===== config.mk =====
export PLATFORM = sky130hd
export DESIGN_NAME = lsu_bus_ctrl
export DESIGN_NICKNAME = d
export VERILOG_FILES = /design/src/rtl/lsu_bus_ctrl.sv
export SDC_FILE = /design/constraint.sdc
export NUM_CORES = 1
export LEC_CHECK = 0
export ABC_AREA = 1
export CORE_AREA = 2 2 120 110
export CTS_CLUSTER_DIAMETER = 50
export CTS_CLUSTER_SIZE = 14
export DETAILED_ROUTE_END_ITERATION = 12
export DIE_AREA = 0 0 122 112
export GPL_TIMING_DRIVEN = 0
export MAX_ROUTING_LAYER = met4
export PLACE_DENSITY_LB_ADDON = 0.12
export SETUP_SLACK_MARGIN = 0.02
export SYNTH_ARGS = -nofsm -noshare
export SYNTH_HDL_FRONTEND = slang
export SYNTH_SLANG_ARGS = --single-unit

===== constraint.sdc =====
create_clock -name clk_i -period 2.9 [get_ports clk_i]
set_clock_uncertainty 0.2 [all_clocks]
set_input_delay 0.435 -clock clk_i [delete_from_list [all_inputs] [get_ports clk_i]]
set_output_delay 0.435 -clock clk_i [all_outputs]
set_load 0.02 [all_outputs]

===== src/rtl/lsu_bus_ctrl.sv =====
// lsu_bus_ctrl: data-memory bus controller sitting behind the LSU byte-enable decoder.
// Runs one req/gnt + rvalid bus transaction per load/store, replicates store data
// across lanes and aligns/extends load data for register writeback.
// Optional feature: define LSU_MISALIGN_CHECK_EN to reject misaligned H/W accesses
// up front and expose a misalign_o flag alongside done_o.
module lsu_bus_ctrl #(
  parameter int TIMEOUT = 16
) (
  input  logic        clk_i,
  input  logic        rst_n_i,
  input  logic        req_i,
  input  logic        we_i,
  input  logic [2:0]  funct3_i,
  input  logic [31:0] addr_i,
  input  logic [31:0] wdata_i,
  input  logic [3:0]  be_i,
  output logic        busy_o,
  output logic        done_o,
  output logic [31:0] rdata_o,
  output logic        err_o,
  output logic        bus_req_o,
  input  logic        bus_gnt_i,
  output logic [31:0] bus_addr_o,
  output logic        bus_we_o,
  output logic [3:0]  bus_be_o,
  output logic [31:0] bus_wdata_o,
  input  logic        bus_rvalid_i,
  input  logic [31:0] bus_rdata_i,
  input  logic        bus_err_i
`ifdef LSU_MISALIGN_CHECK_EN
  ,
  output logic        misalign_o
`endif
);

  localparam logic [1:0] S_IDLE = 2'd0;
  localparam logic [1:0] S_REQ  = 2'd1;
  localparam logic [1:0] S_RSP  = 2'd2;
  localparam logic [1:0] S_DONE = 2'd3;

  localparam logic [7:0] TIMEOUT_LAST = 8'(TIMEOUT - 1);

  logic [1:0]  state;
  logic [7:0]  cnt;
  logic        we_q;
  logic [2:0]  funct3_q;
  logic [31:0] addr_q;
  logic [31:0] wdata_q;
  logic [3:0]  be_q;
  logic        illegal_q;
  logic        err_q;
  logic [31:0] rdata_q;

  logic        illegal_req;
  logic [31:0] wdata_rep;
  logic [7:0]  lane_byte;
  logic [15:0] lane_half;
  logic [31:0] load_ext;
  logic        timeout_hit;

`ifdef LSU_MISALIGN_CHECK_EN
  logic        misalign_req;
  logic        misalign_q;
`endif

  // Classify the incoming request as legal or not before it is captured.
  always_comb begin
    illegal_req = (be_i == 4'b0000) || (funct3_i == 3'b011) ||
                  (funct3_i[2:1] == 2'b11) || (we_i && funct3_i[2]);
`ifdef LSU_MISALIGN_CHECK_EN
    misalign_req = ((funct3_i[1:0] == 2'b01) && addr_i[0]) ||
                   ((funct3_i[1:0] == 2'b10) && (addr_i[1:0] != 2'b00));
    illegal_req  = illegal_req || misalign_req;
`endif
  end

  // Replicate store data into every lane the byte strobes might select.
  always_comb begin
    case (funct3_i[1:0])
      2'b00:   wdata_rep = {4{wdata_i[7:0]}};
      2'b01:   wdata_rep = {2{wdata_i[15:0]}};
      default: wdata_rep = wdata_i;
    endcase
  end

  // Pick the addressed byte/half from the word lane and sign- or zero-extend it.
  always_comb begin
    case (addr_q[1:0])
      2'b00:   lane_byte = bus_rdata_i[7:0];
      2'b01:   lane_byte = bus_rdata_i[15:8];
      2'b10:   lane_byte = bus_rdata_i[23:16];
      default: lane_byte = bus_rdata_i[31:24];
    endcase
    lane_half = addr_q[1] ? bus_rdata_i[31:16] : bus_rdata_i[15:0];
    case (funct3_q)
      3'b000:  load_ext = {{24{lane_byte[7]}}, lane_byte};
      3'b001:  load_ext = {{16{lane_half[15]}}, lane_half};
      3'b100:  load_ext = {24'h000000, lane_byte};
      3'b101:  load_ext = {16'h0000, lane_half};
      default: load_ext = bus_rdata_i;
    endcase
  end

  assign timeout_hit = (cnt == TIMEOUT_LAST);

  // Main access FSM: capture, bus request, response wait, one-cycle completion.
  // Illegal requests pass through one REQ cycle with the bus request masked so
  // the core sees busy_o for a cycle before the error completion.
  always_ff @(posedge clk_i or negedge rst_n_i) begin
    if (!rst_n_i) begin
      state     <= S_IDLE;
      cnt       <= 8'd0;
      we_q      <= 1'b0;
      funct3_q  <= 3'b000;
      addr_q    <= 32'd0;
      wdata_q   <= 32'd0;
      be_q      <= 4'b0000;
      illegal_q <= 1'b0;
      err_q     <= 1'b0;
      rdata_q   <= 32'd0;
`ifdef LSU_MISALIGN_CHECK_EN
      misalign_q <= 1'b0;
`endif
    end else begin
      case (state)
        S_IDLE: begin
          if (req_i) begin
            we_q      <= we_i;
            funct3_q  <= funct3_i;
            addr_q    <= addr_i;
            wdata_q   <= wdata_rep;
            be_q      <= be_i;
            illegal_q <= illegal_req;
            cnt       <= 8'd0;
            state     <= S_REQ;
`ifdef LSU_MISALIGN_CHECK_EN
            misalign_q <= misalign_req;
`endif
          end
        end
        S_REQ: begin
          if (illegal_q || timeout_hit) begin
            err_q   <= 1'b1;
            rdata_q <= 32'd0;
            state   <= S_DONE;
          end else begin
            cnt <= cnt + 8'd1;
            if (bus_gnt_i) begin
              state <= S_RSP;
            end
          end
        end
        S_RSP: begin
          if (bus_rvalid_i) begin
            err_q   <= bus_err_i;
            rdata_q <= we_q ? 32'd0 : load_ext;
            state   <= S_DONE;
          end else if (timeout_hit) begin
            err_q   <= 1'b1;
            rdata_q <= 32'd0;
            state   <= S_DONE;
          end else begin
            cnt <= cnt + 8'd1;
          end
        end
        default: begin
          state <= S_IDLE;
        end
      endcase
    end
  end

  assign busy_o      = (state == S_REQ) || (state == S_RSP);
  assign done_o      = (state == S_DONE);
  assign err_o       = done_o && err_q;
  assign rdata_o     = rdata_q;
  assign bus_req_o   = (state == S_REQ) && !illegal_q;
  assign bus_addr_o  = {addr_q[31:2], 2'b00};
  assign bus_we_o    = we_q;
  assign bus_be_o    = be_q;
  assign bus_wdata_o = wdata_q;
`ifdef LSU_MISALIGN_CHECK_EN
  assign misalign_o  = done_o && misalign_q;
`endif

endmodule


==> results of run 1 <==
-- stage by stage --
step                hold WS [ns]   util
detailed placement         0.134  0.667
finish                     0.266  0.714
CTS                        0.264  0.714
global route               0.284  0.714
global placement           0.262  0.665
floorplan                -0.0606      -
-- power by group through the flow --
stage	sequential, mW	clock (mW)	combinational (mW)
after floorplan	3.19	0	2.56
after global placement	2.74	0	5.07
after detailed placement	2.75	0	5.12
after CTS	2.75	2.04	5.15
after global routing	2.83	2.12	5.58
final	2.75	2.01	5.12
-- cells by family after synthesis --
logic type	count (synthesis)	share of synthesized area
AO/OA/AOI/OAI	129	0.118
XOR/XNOR	4	0.00588
adder cells (fa/ha/maj)	5	0.0105
buffers and inverters	108	0.100
flip-flops	116	0.487
other	1	0.000630
AND/OR/NAND/NOR	413	0.278
-- sequential cells by signal, indices dropped and copies added, names as in the netlist, 2 cells and up --
name         cells
addr_q          32
bus_be_o         4
bus_wdata_o     32
cnt              8
funct3_q         3
rdata_o         32
state            2
-- cells in the mapped netlist (all sizes together) --
| library cell | n | area share |
|---|---|---|
| a21oi | 31 | 0.026 |
| a31o | 1 | 0.0015 |
| a31oi | 3 | 0.0032 |
| buf | 49 | 0.063 |
| clkbuf | 21 | 0.013 |
| clkinv | 2 | 0.0013 |
| conb | 1 | 0.00063 |
| dfrtp | 116 | 0.49 |
| ha | 5 | 0.011 |
| inv | 36 | 0.023 |
| nand2 | 296 | 0.19 |
| nand3 | 30 | 0.028 |
| nand3b | 2 | 0.0025 |
| nand4 | 3 | 0.0032 |
| nor2 | 71 | 0.045 |
| nor3 | 2 | 0.0025 |
| o211ai | 5 | 0.0063 |
| o21ai | 87 | 0.078 |
| o21bai | 2 | 0.0025 |
| or2 | 9 | 0.0095 |
| xor2 | 4 | 0.0059 |
-- final timing paths --
| check | start | end | slack [ns] | cells after the start |
|---|---|---|---|---|
| max | state[1] | busy_o | 0.21 | 3 |
| min | rst_n_i | cnt[4] | 0.27 | 2 |
| max reg2reg | state[1] | addr_q[18] | 0.62 | 7 |
| min reg2reg | addr_q[4] | addr_q[4] | 0.28 | 2 |
| max in group asynchronous | rst_n_i | addr_q[11] | 1.52 | 3 |
| min in group clk_i | addr_q[4] | addr_q[4] | 0.28 | 2 |
-- layout make-up --
cell class,instances,share of cell area
well taps,164,0.0231
inverters,38,0.0161
clock inverters,11,0.0124
multi-input cells,553,0.277
repair buffers,213,0.242
flip-flops and latches,116,0.327
clock buffers,20,0.0514
plain buffers,70,0.0511
-- worst max-delay path: cells and delay by family, from the launching register on --
kind,cells,cell delay [ns]
buffers and inverters,2,0.77
adder cells (fa/ha/maj),1,0.49
flip-flops,1,0.38
-- timing repair --
item	4_1_cts	5_1_grt
setup buffers	0	0
hold endpoints to repair	30	0
hold buffers	1	0
-- placed cells by master, fill, tap and decap left out, types with 22 or more instances in the layout --
| cell | n |
|---|---|
| sky130_fd_sc_hd__o21ai_0 | 71 |
| sky130_fd_sc_hd__a21oi_1 | 31 |
| sky130_fd_sc_hd__dfrtp_1 | 116 |
| sky130_fd_sc_hd__clkdlybuf4s50_1 | 210 |
| sky130_fd_sc_hd__nor2_1 | 70 |
| sky130_fd_sc_hd__nand2_1 | 295 |
| sky130_fd_sc_hd__nand3_1 | 27 |
| sky130_fd_sc_hd__inv_1 | 32 |
| sky130_fd_sc_hd__buf_4 | 32 |
| sky130_fd_sc_hd__clkbuf_1 | 22 |
-- metal layers --
| metal | up-vias | share of wire |
|---|---|---|
| met5 | - | 0 |
| met1 | 2698 | 0.45 |
| met2 | 215 | 0.46 |
| li1 | 2899 | - |
| met4 | 0 | 0.021 |
| met3 | 28 | 0.071 |
==> impl_summary.log, run 1 <==
INFO  metric global_route.usage.met2 = 0.401
INFO  metric timing.critical_path.from_type = flip-flop
INFO  metric cts_tree = done
INFO  metric swShare = 0.403
INFO  metric drive_gt1_frac = 0.105
INFO  metric vias = 5840
INFO  metric dp_cells = between 1000 and 1500
INFO  metric place_congestion = around 0.94
INFO  metric drt_drc_violations_left = 0
INFO  metric placement.cell_area = between 0.008 and 0.009 mm2
INFO  metric p_clk_frac = 0.204
INFO  metric initial_utilization = 0.479
INFO  metric syn-cell-area = slightly below 0.006 mm2
INFO  metric final-setup-viol-count = 0
INFO  metric insertedDiodeCount = 0
INFO  metric avgViaCountPerCell = 4.93
INFO  metric fin_ws = between 0.2 and 0.25 ns
INFO  metric n_fill_cell = between 1000 and 1500
INFO  metric port_bufs = ~210
INFO  metric setup.worst_path.end_class = output pin
INFO  metric crit_required = between 2 and 2.5 ns
INFO  metric fp.coreArea = roughly 0.012 mm2
INFO  metric worst-endpoint-arrival = between 2 and 2.5 ns
INFO  metric synthToLayoutAreaGrowth = 49.1%
INFO  metric result_of_the_run = complete, no violations
INFO  metric first_pass_iters = 5
INFO  metric placement_stage_worst_setup_slack = approximately 0.38 ns
INFO  metric grt_util_met3 = 0.0702
INFO  metric seq_area = slightly below 0.003 mm2
INFO  metric final.setup.tns = 0 ns
INFO  metric ctsResizeCount = 0
INFO  metric fmaxAchievable = roughly 370 MHz
INFO  metric h-tree-depth = 4
INFO  metric holdCritPathClass = input port to asynchronous set/reset pin
INFO  metric netSwitchingPower = approximately 4 mW
INFO  metric grt_antenna_before_repair = 0
INFO  metric fin_nets = roughly 1100
INFO  metric chipHeight = 112 um
INFO  metric wire_length_of_the_first_global_routing_pass = 27.6 mm
INFO  metric multiInputGateArea = between 0.002 and 0.0025 mm2
INFO  metric grt_setup_unrepaired = no
INFO  metric max-slew-margin-rel = 0.615
INFO  metric cts-root-buf = sky130_fd_sc_hd__clkbuf_16
INFO  metric hpwlAfterDp = around 13 mm
INFO  metric hold_violations = 0
INFO  metric grtUsageMet1 = 0.356
INFO  metric clk_latency = 0.41 ns
INFO  metric ios = 215
INFO  metric most_crowded_layer_gr = met2
INFO  metric timing.critical_path.slowest_stage_cell = sky130_fd_sc_hd__clkdlybuf4s50_1
INFO  metric clock_sinks = roughly 120
INFO  metric max-clock-path-buffers = 2
INFO  metric placementRows = 39
INFO  metric first_iter_violations = between 300 and 400
INFO  metric layout_worst_path_cycle_share = 0.928
INFO  metric final-instance-count-excl-fill = approximately 1200
INFO  metric tightestPinTransition = around 0.58 ns
INFO  metric power.share.combinational = 0.518
INFO  metric postRouteAntennaNets = 0
INFO  metric pin_count_of_the_biggest_net_entering_global_routing = 87
INFO  metric routed_wl = between 15 and 20 mm
INFO  metric cts_made_buffers = 17
INFO  metric power.density = between 1000 and 1500 mW/mm2
INFO  metric grtUsageTotal = 0.269
INFO  metric worst_setup_hold_path_clk_slew = ~0.06 ns
INFO  metric p_int = approximately 5.9 mW
INFO  metric max_cap_viol_count = 0
INFO  metric timing.critical_path.cells = inv_1 -> ha_1 -> clkdlybuf4s50_1
INFO  metric final_max_slew_viol_count = 0
INFO  metric number_of_global_route_vias_before_repair = between 5000 and 6000
INFO  metric synth.yosys.warnings = 0
INFO  metric synthCells = about 780
INFO  metric die_width = 122 um
INFO  metric gr_ovfl_total = 0
INFO  metric timing.critical_path.fanout_max = 8
INFO  metric syn_area_per_cell = 7.67 um2
INFO  metric post-layout-total-power = roughly 10 mW
INFO  metric final_design_area_no_fill = ~0.0089 mm2
INFO  metric irDropWorstVdd = 0.615 mV
INFO  metric ys_seq_elements = about 120
INFO  metric worstSetupPathType = flip-flop to output pin
INFO  metric post_synth_num_cell_types = 32
INFO  metric critical_path.max_stage_delay = 0.67 ns
INFO  metric seq_area_frac_synth = 0.487
INFO  metric static-leakage-power = approximately 4.2 nW
INFO  metric wire_per_inst = around 15 um
INFO  metric power_frac_seq = 0.278
INFO  metric period_needed = around 2.7 ns
INFO  metric dieArea = ~0.014 mm2
No activity file was read; power rests on OpenSTA's default activity.
==> run 2, diff against run 1 <==
--- a/config.mk
+++ b/config.mk
@@ -7,11 +7,9 @@
 export LEC_CHECK = 0
 export ABC_AREA = 1
 export CORE_AREA = 2 2 120 110
-export CTS_CLUSTER_DIAMETER = 50
-export CTS_CLUSTER_SIZE = 14
 export DETAILED_ROUTE_END_ITERATION = 12
 export DIE_AREA = 0 0 122 112
-export GPL_TIMING_DRIVEN = 0
+export GPL_TIMING_DRIVEN = 1
 export MAX_ROUTING_LAYER = met4
 export PLACE_DENSITY_LB_ADDON = 0.12
 export SETUP_SLACK_MARGIN = 0.02
==> run 2 against run 1 <==
  * Global-route usage shrank 0.28 points
  * Final area shrank 3.1%
  * Clock power grew 15%
  * Setup slack gained 0.062 ns
  * Die area is the same
  * Sequential share of layout area grew 1.0 points
  * Sequential power grew 3%
  * Clock-buffer cell count grew 2
  * Critical path type unchanged
  * Highest routed layer unchanged
==> impl_summary.log, run 2 (synthesized netlist as in run 1, its figures left out) <==
INFO  metric worst_setup_hold_path_clk_slew = ~0.050 ns
INFO  metric worst-path-buf-inv = 2
INFO  metric worst-endpoint-arrival = just under 2 ns
INFO  metric cts_made_buffers = 17
INFO  metric placement_stage_worst_setup_slack = about 0.57 ns
INFO  metric ctsResizeCount = 0
INFO  metric postRouteAntennaNets = 0
INFO  metric clock_sinks = ~120
INFO  metric first_iter_violations = 457
INFO  metric wire_per_inst = between 15 and 20 um
INFO  metric chipHeight = about 110 um
INFO  metric timing.critical_path.slowest_stage_cell = sky130_fd_sc_hd__clkdlybuf4s50_1
INFO  metric vias = 5673
INFO  metric wire_length_of_the_first_global_routing_pass = roughly 27 mm
INFO  metric die_width = around 120 um
INFO  metric cts-root-buf = sky130_fd_sc_hd__clkbuf_16
INFO  metric fp.coreArea = roughly 0.012 mm2
INFO  metric layout.cells.most_common_list = sky130_fd_sc_hd__nand2_1 (294), sky130_fd_sc_hd__clkdlybuf4s50_1 (211), sky130_fd_sc_hd__dfrtp_1 (116)
INFO  metric placementRows = 39
INFO  metric h-tree-depth = 4
INFO  metric synthToLayoutAreaGrowth = 44.6%
INFO  metric max_cap_viol_count = 0
INFO  metric number_of_global_route_vias_before_repair = around 5500
INFO  metric ios = roughly 220
INFO  metric result_of_the_run = complete, no violations
INFO  metric critical_path.max_stage_delay = around 0.66 ns
INFO  metric clk_latency = 0.41 ns
INFO  metric final.setup.tns = 0 ns
INFO  metric path_delay_family = buffers and inverters
INFO  metric gr_ovfl_total = 0
INFO  metric routed_wl = between 15 and 20 mm
INFO  metric final-setup-viol-count = 0
INFO  metric dieArea = about 0.014 mm2
INFO  metric layout_worst_path_cycle_share = 0.907
INFO  metric avgViaCountPerCell = slightly above 5
INFO  metric seq_area = just under 0.003 mm2
INFO  metric max-slew-margin-rel = 0.497
INFO  metric hold_buffers = 1
INFO  metric grt_setup_unrepaired = no
INFO  metric initial_utilization = 0.479
INFO  metric cts_tree = done
INFO  metric multiInputGateArea = roughly 0.0025 mm2
INFO  metric fin_nets = 1062
INFO  metric final_design_area_no_fill = 0.00861 mm2
INFO  metric grt_antenna_before_repair = 0
INFO  metric fmaxAchievable = about 380 MHz
INFO  metric drt_drc_violations_left = 0
INFO  metric timing.critical_path.fanout_max = 8
INFO  metric fin_ws = roughly 0.27 ns
INFO  metric timing.critical_path.from_type = flip-flop
INFO  metric hpwlAfterDp = ~12 mm
INFO  metric worstSetupPathType = flip-flop to output pin
INFO  metric period_needed = approximately 2.6 ns
INFO  metric placement.cell_area = between 0.007 and 0.008 mm2
INFO  metric port_bufs = 212
INFO  metric power.density = between 1000 and 1500 mW/mm2
INFO  metric final_max_slew_viol_count = 0
INFO  metric place_congestion = ~0.89
INFO  metric hold_violations = 0
INFO  metric max-clock-path-buffers = 2
INFO  metric pin_count_of_the_biggest_net_entering_global_routing = between 80 and 90
INFO  metric static-leakage-power = ~4 nW
INFO  metric irDropWorstVdd = ~0.77 mV
INFO  metric mostFrequentLayoutCell = sky130_fd_sc_hd__nand2_1
INFO  metric first_pass_iters = 5
INFO  metric cts_setup_buffers = 0
INFO  metric holdCritPathClass = flip-flop to flip-flop
INFO  metric insertedDiodeCount = 0
INFO  metric n_fill_cell = about 1000
INFO  metric tightestPinTransition = between 0.7 and 0.8 ns
INFO  metric setup.worst_path.end_class = output pin
INFO  metric crit_required = between 2 and 2.5 ns
INFO  metric drive_gt1_frac = 0.0709
INFO  metric timing.critical_path.cells = inv_1 -> ha_1 -> clkdlybuf4s50_1
INFO  metric grtUsageTotal = 0.266
## run 2: changes by cell type in the layout (fill, tap and decap cells not counted), moves of 2 or more
cell,previous run,this run
sky130_fd_sc_hd__clkinvlp_4,2,0
sky130_fd_sc_hd__buf_1,2,0
sky130_fd_sc_hd__buf_6,7,0
sky130_fd_sc_hd__clkinv_2,7,3
sky130_fd_sc_hd__buf_4,32,5
sky130_fd_sc_hd__buf_2,8,0
sky130_fd_sc_hd__bufinv_16,2,5
sky130_fd_sc_hd__buf_12,1,4
sky130_fd_sc_hd__clkbuf_8,2,4
sky130_fd_sc_hd__clkbuf_1,22,1
## run 2: stage by stage
stage / cells / hold slack (ns) / power (mW) / util
floorplan: 777 / -0.0606 / 5.75 / -
global placement: 1091 / 0.261 / 7.31 / 0.638
detailed placement: 1091 / 0.268 / 7.41 / 0.638
CTS: 1123 / 0.283 / 9.80 / 0.692
global route: 1123 / 0.294 / 10.4 / 0.692
finish: 1123 / 0.278 / 9.74 / 0.692
## run 2: path summary, 6_finish.rpt
check	from	endpoint	slack [ns]	depth (start not counted)
max in group asynchronous	rst_n_i	addr_q[31]	1.33	3
worst min register to register	rdata_o[17]	rdata_o[17]	0.28	2
worst max-delay path	state[1]	busy_o	0.27	3
worst min-delay path	rdata_o[17]	rdata_o[17]	0.28	2
worst max register to register	state[0]	rdata_o[31]	0.73	8
min in group asynchronous	rst_n_i	rdata_o[4]	0.45	2
## run 2: power by group
group | internal (mW) | switching [mW]
logic | 1.94 | 2.64
registers | 2.32 | 0.523
clock network | 1.61 | 0.716
## run 2: layout make-up
class	count	area share
Multi-Input combinational cell	553	0.286
Timing Repair Buffer	221	0.260
Sequential cell	116	0.337
Clock buffer	22	0.0562
Clock inverter	9	0.0202
Tap cell	164	0.0238
Inverter	38	0.0166
## run 2: worst reg2reg max path: stages (launching register included)
cell and delay [ns]:
sky130_fd_sc_hd__dfrtp_1 0.40, sky130_fd_sc_hd__inv_1 0.11, sky130_fd_sc_hd__ha_1 0.24, sky130_fd_sc_hd__nand2_1 0.12
sky130_fd_sc_hd__nor2_2 0.29, sky130_fd_sc_hd__inv_2 0.26, sky130_fd_sc_hd__a21oi_1 0.22, sky130_fd_sc_hd__nand2_1 0.07
sky130_fd_sc_hd__o21ai_0 0.17
## run 2: layer usage
layer / GRT usage / share of wire / routed length (um)
met5: - / 0 / 0
met4: 0.0782 / 0.014 / 248
met3: 0.0820 / 0.074 / 1270
met2: 0.420 / 0.48 / 8300
met1: 0.330 / 0.43 / 7340
==> run 3, diff against run 2 <==
--- a/config.mk
+++ b/config.mk
@@ -6,10 +6,11 @@
 export NUM_CORES = 1
 export LEC_CHECK = 0
 export ABC_AREA = 1
-export CORE_AREA = 2 2 120 110
+export CORE_AREA = 5 5 123 113
 export DETAILED_ROUTE_END_ITERATION = 12
-export DIE_AREA = 0 0 122 112
+export DIE_AREA = 0 0 128 118
 export GPL_TIMING_DRIVEN = 1
+export HOLD_SLACK_MARGIN = 0.05
 export MAX_ROUTING_LAYER = met4
 export PLACE_DENSITY_LB_ADDON = 0.12
 export SETUP_SLACK_MARGIN = 0.02
==> run 3 against run 2 <==
  * Via count down 0.23%
  * Combinational power rose by 0.9%
  * Sequential cell count unchanged
  * Non-clock buffer count stayed put
  * Clock-buffer cell count is 3 higher
  * Total power increased by 0.39%
  * Die area rose by 11%
  * Wire length is 3.9% higher
==> impl_summary.log, run 3 (synthesized netlist as in run 1, its figures left out) <==
INFO  metric result_of_the_run = complete, no violations
INFO  metric grtUsageTotal = 0.243
INFO  metric worst-endpoint-arrival = 2.01 ns
INFO  metric dieArea = around 0.015 mm2
INFO  metric most_crowded_layer_gr = met2
INFO  metric worst_setup_hold_path_clk_slew = ~0.05 ns
INFO  metric timing.critical_path.fanout_max = 8
INFO  metric holdCritPathClass = flip-flop to flip-flop
INFO  metric routed_wl = roughly 18 mm
INFO  metric clk_latency = 0.41 ns
INFO  metric static-leakage-power = roughly 4 nW
INFO  metric cts_made_buffers = 17
INFO  metric dp_cells = approximately 1100
INFO  metric timing.critical_path.from_type = flip-flop
INFO  metric hold_buffers = 1
INFO  metric hpwlAfterDp = 12.9 mm
INFO  metric fmaxAchievable = 378 MHz
INFO  metric timing.critical_path.slowest_stage_cell = sky130_fd_sc_hd__clkdlybuf4s50_1
INFO  metric hold_violations = 0
INFO  metric ctsResizeCount = 0
INFO  metric fin_nets = 1062
INFO  metric cts_setup_buffers = 0
INFO  metric tightestPinTransition = around 0.75 ns
INFO  metric die_width = 128 um
INFO  metric final-setup-viol-count = 0
INFO  metric first_pass_iters = 5
INFO  metric setup.worst_path.end_class = output pin
INFO  metric synthToLayoutAreaGrowth = 44.7%
INFO  metric max-slew-margin-rel = 0.499
INFO  metric wire_per_inst = 15.9 um
INFO  metric worst-path-buf-inv = 2
INFO  metric postRouteAntennaNets = 0
INFO  metric power.density = about 1100 mW/mm2
INFO  metric critical_path.max_stage_delay = around 0.67 ns
INFO  metric initial_utilization = 0.477
INFO  metric h-tree-depth = 4
INFO  metric first_iter_violations = roughly 500
INFO  metric final.setup.tns = 0 ns
INFO  metric cts_tree = done
INFO  metric final_design_area_no_fill = roughly 0.0086 mm2
INFO  metric chipHeight = approximately 120 um
INFO  metric drive_gt1_frac = 0.0698
INFO  metric placement.cell_area = around 0.0079 mm2
INFO  metric max-clock-path-buffers = 2
INFO  metric grt_setup_unrepaired = no
INFO  metric port_bufs = 212
INFO  metric grt_antenna_before_repair = 1
INFO  metric crit_required = about 2.3 ns
INFO  metric path_delay_family = buffers and inverters
INFO  metric post-layout-total-power = a little under 10 mW
INFO  metric gr_ovfl_total = 0
INFO  metric fp.coreArea = between 0.01 and 0.015 mm2
INFO  metric wire_length_of_the_first_global_routing_pass = approximately 28 mm
INFO  metric final-instance-count-excl-fill = approximately 1100
INFO  metric avgViaCountPerCell = a little over 5
INFO  metric worstSetupPathType = flip-flop to output pin
INFO  metric grt_util_met3 = 0.0767
INFO  metric irDropWorstVdd = 0.680 mV
INFO  metric cts-root-buf = sky130_fd_sc_hd__clkbuf_16
INFO  metric global_route.usage.met2 = 0.381
INFO  metric timing.critical_path.cells = inv_1 -> ha_1 -> clkdlybuf4s50_1
INFO  metric grtUsageMet1 = 0.299
INFO  metric vias = ~5700
INFO  metric final_max_slew_viol_count = 0
INFO  metric mostFrequentLayoutCell = sky130_fd_sc_hd__nand2_1
INFO  metric placementRows = 39
INFO  metric place_congestion = about 0.91
INFO  metric drt_drc_violations_left = 0
INFO  metric n_fill_cell = between 1000 and 1500
INFO  metric layout.cells.most_common_list = sky130_fd_sc_hd__nand2_1 (294), sky130_fd_sc_hd__clkdlybuf4s50_1 (211), sky130_fd_sc_hd__dfrtp_1 (116)
INFO  metric period_needed = about 2.6 ns
INFO  metric pin_count_of_the_biggest_net_entering_global_routing = 89
INFO  metric max_cap_viol_count = 0
INFO  metric clock_sinks = between 100 and 150
INFO  metric ios = between 200 and 250
INFO  metric layout_worst_path_cycle_share = 0.912
INFO  metric number_of_global_route_vias_before_repair = between 5000 and 6000
==> run 3: layout make-up <==
type | count | area (um2) | share of cell area
tap | 164 | 205 | 0.0238
inverter | 38 | 143 | 0.0166
clock buffer | 25 | 505 | 0.0587
timing repair buffer | 221 | 2230 | 0.259
antenna | 1 | 2.50 | 0.000291
clock inverter | 7 | 166 | 0.0193
multi-input combinational | 553 | 2460 | 0.286
sequential | 116 | 2900 | 0.337
==> run 3: worst register-to-register path, stage by stage, from the launching register on <==
cell and delay, ns:
sky130_fd_sc_hd__dfrtp_1 0.33, sky130_fd_sc_hd__buf_4 0.21, sky130_fd_sc_hd__clkinv_1 0.40, sky130_fd_sc_hd__nand3_1 0.29, sky130_fd_sc_hd__nand3_2 0.22, sky130_fd_sc_hd__nand3_2 0.30, sky130_fd_sc_hd__nand2_1 0.13, sky130_fd_sc_hd__o21ai_0 0.19
==> run 3: metal layers <==
metal | vias up | part of all wire | wire length [um]
li1 | 2772 | - | -
met1 | 2636 | 0.42 | 7580
met2 | 219 | 0.48 | 8500
met3 | 33 | 0.079 | 1410
met4 | 0 | 0.020 | 352
met5 | - | 0 | 0
==> run 3: per-stage QoR <==
stage               hold slack, ns  setup WS [ns]  utilization
finish                       0.275          0.255        0.690
global route                 0.297          0.150        0.690
CTS                          0.279          0.230        0.689
detailed placement           0.266          0.533        0.635
global placement             0.261          0.654        0.635
floorplan                  -0.0606           1.14            -
==> run 3: power breakdown <==
group	switching, mW	total, mW	internal, mW
Clock	0.720	2.36	1.64
Combinational	2.69	4.62	1.93
Sequential	0.480	2.80	2.32
==> run 3: worst paths after layout <==
path / from / to / slack, ns / depth (start not counted)
worst max-delay path: state[0] / busy_o / 0.25 / 3
worst min-delay path: addr_q[3] / addr_q[3] / 0.27 / 2
worst max register to register: addr_q[1] / rdata_o[17] / 0.55 / 7
worst min register to register: addr_q[3] / addr_q[3] / 0.27 / 2
max in group asynchronous: rst_n_i / addr_q[19] / 1.35 / 3
min in group asynchronous: rst_n_i / err_q / 0.43 / 2
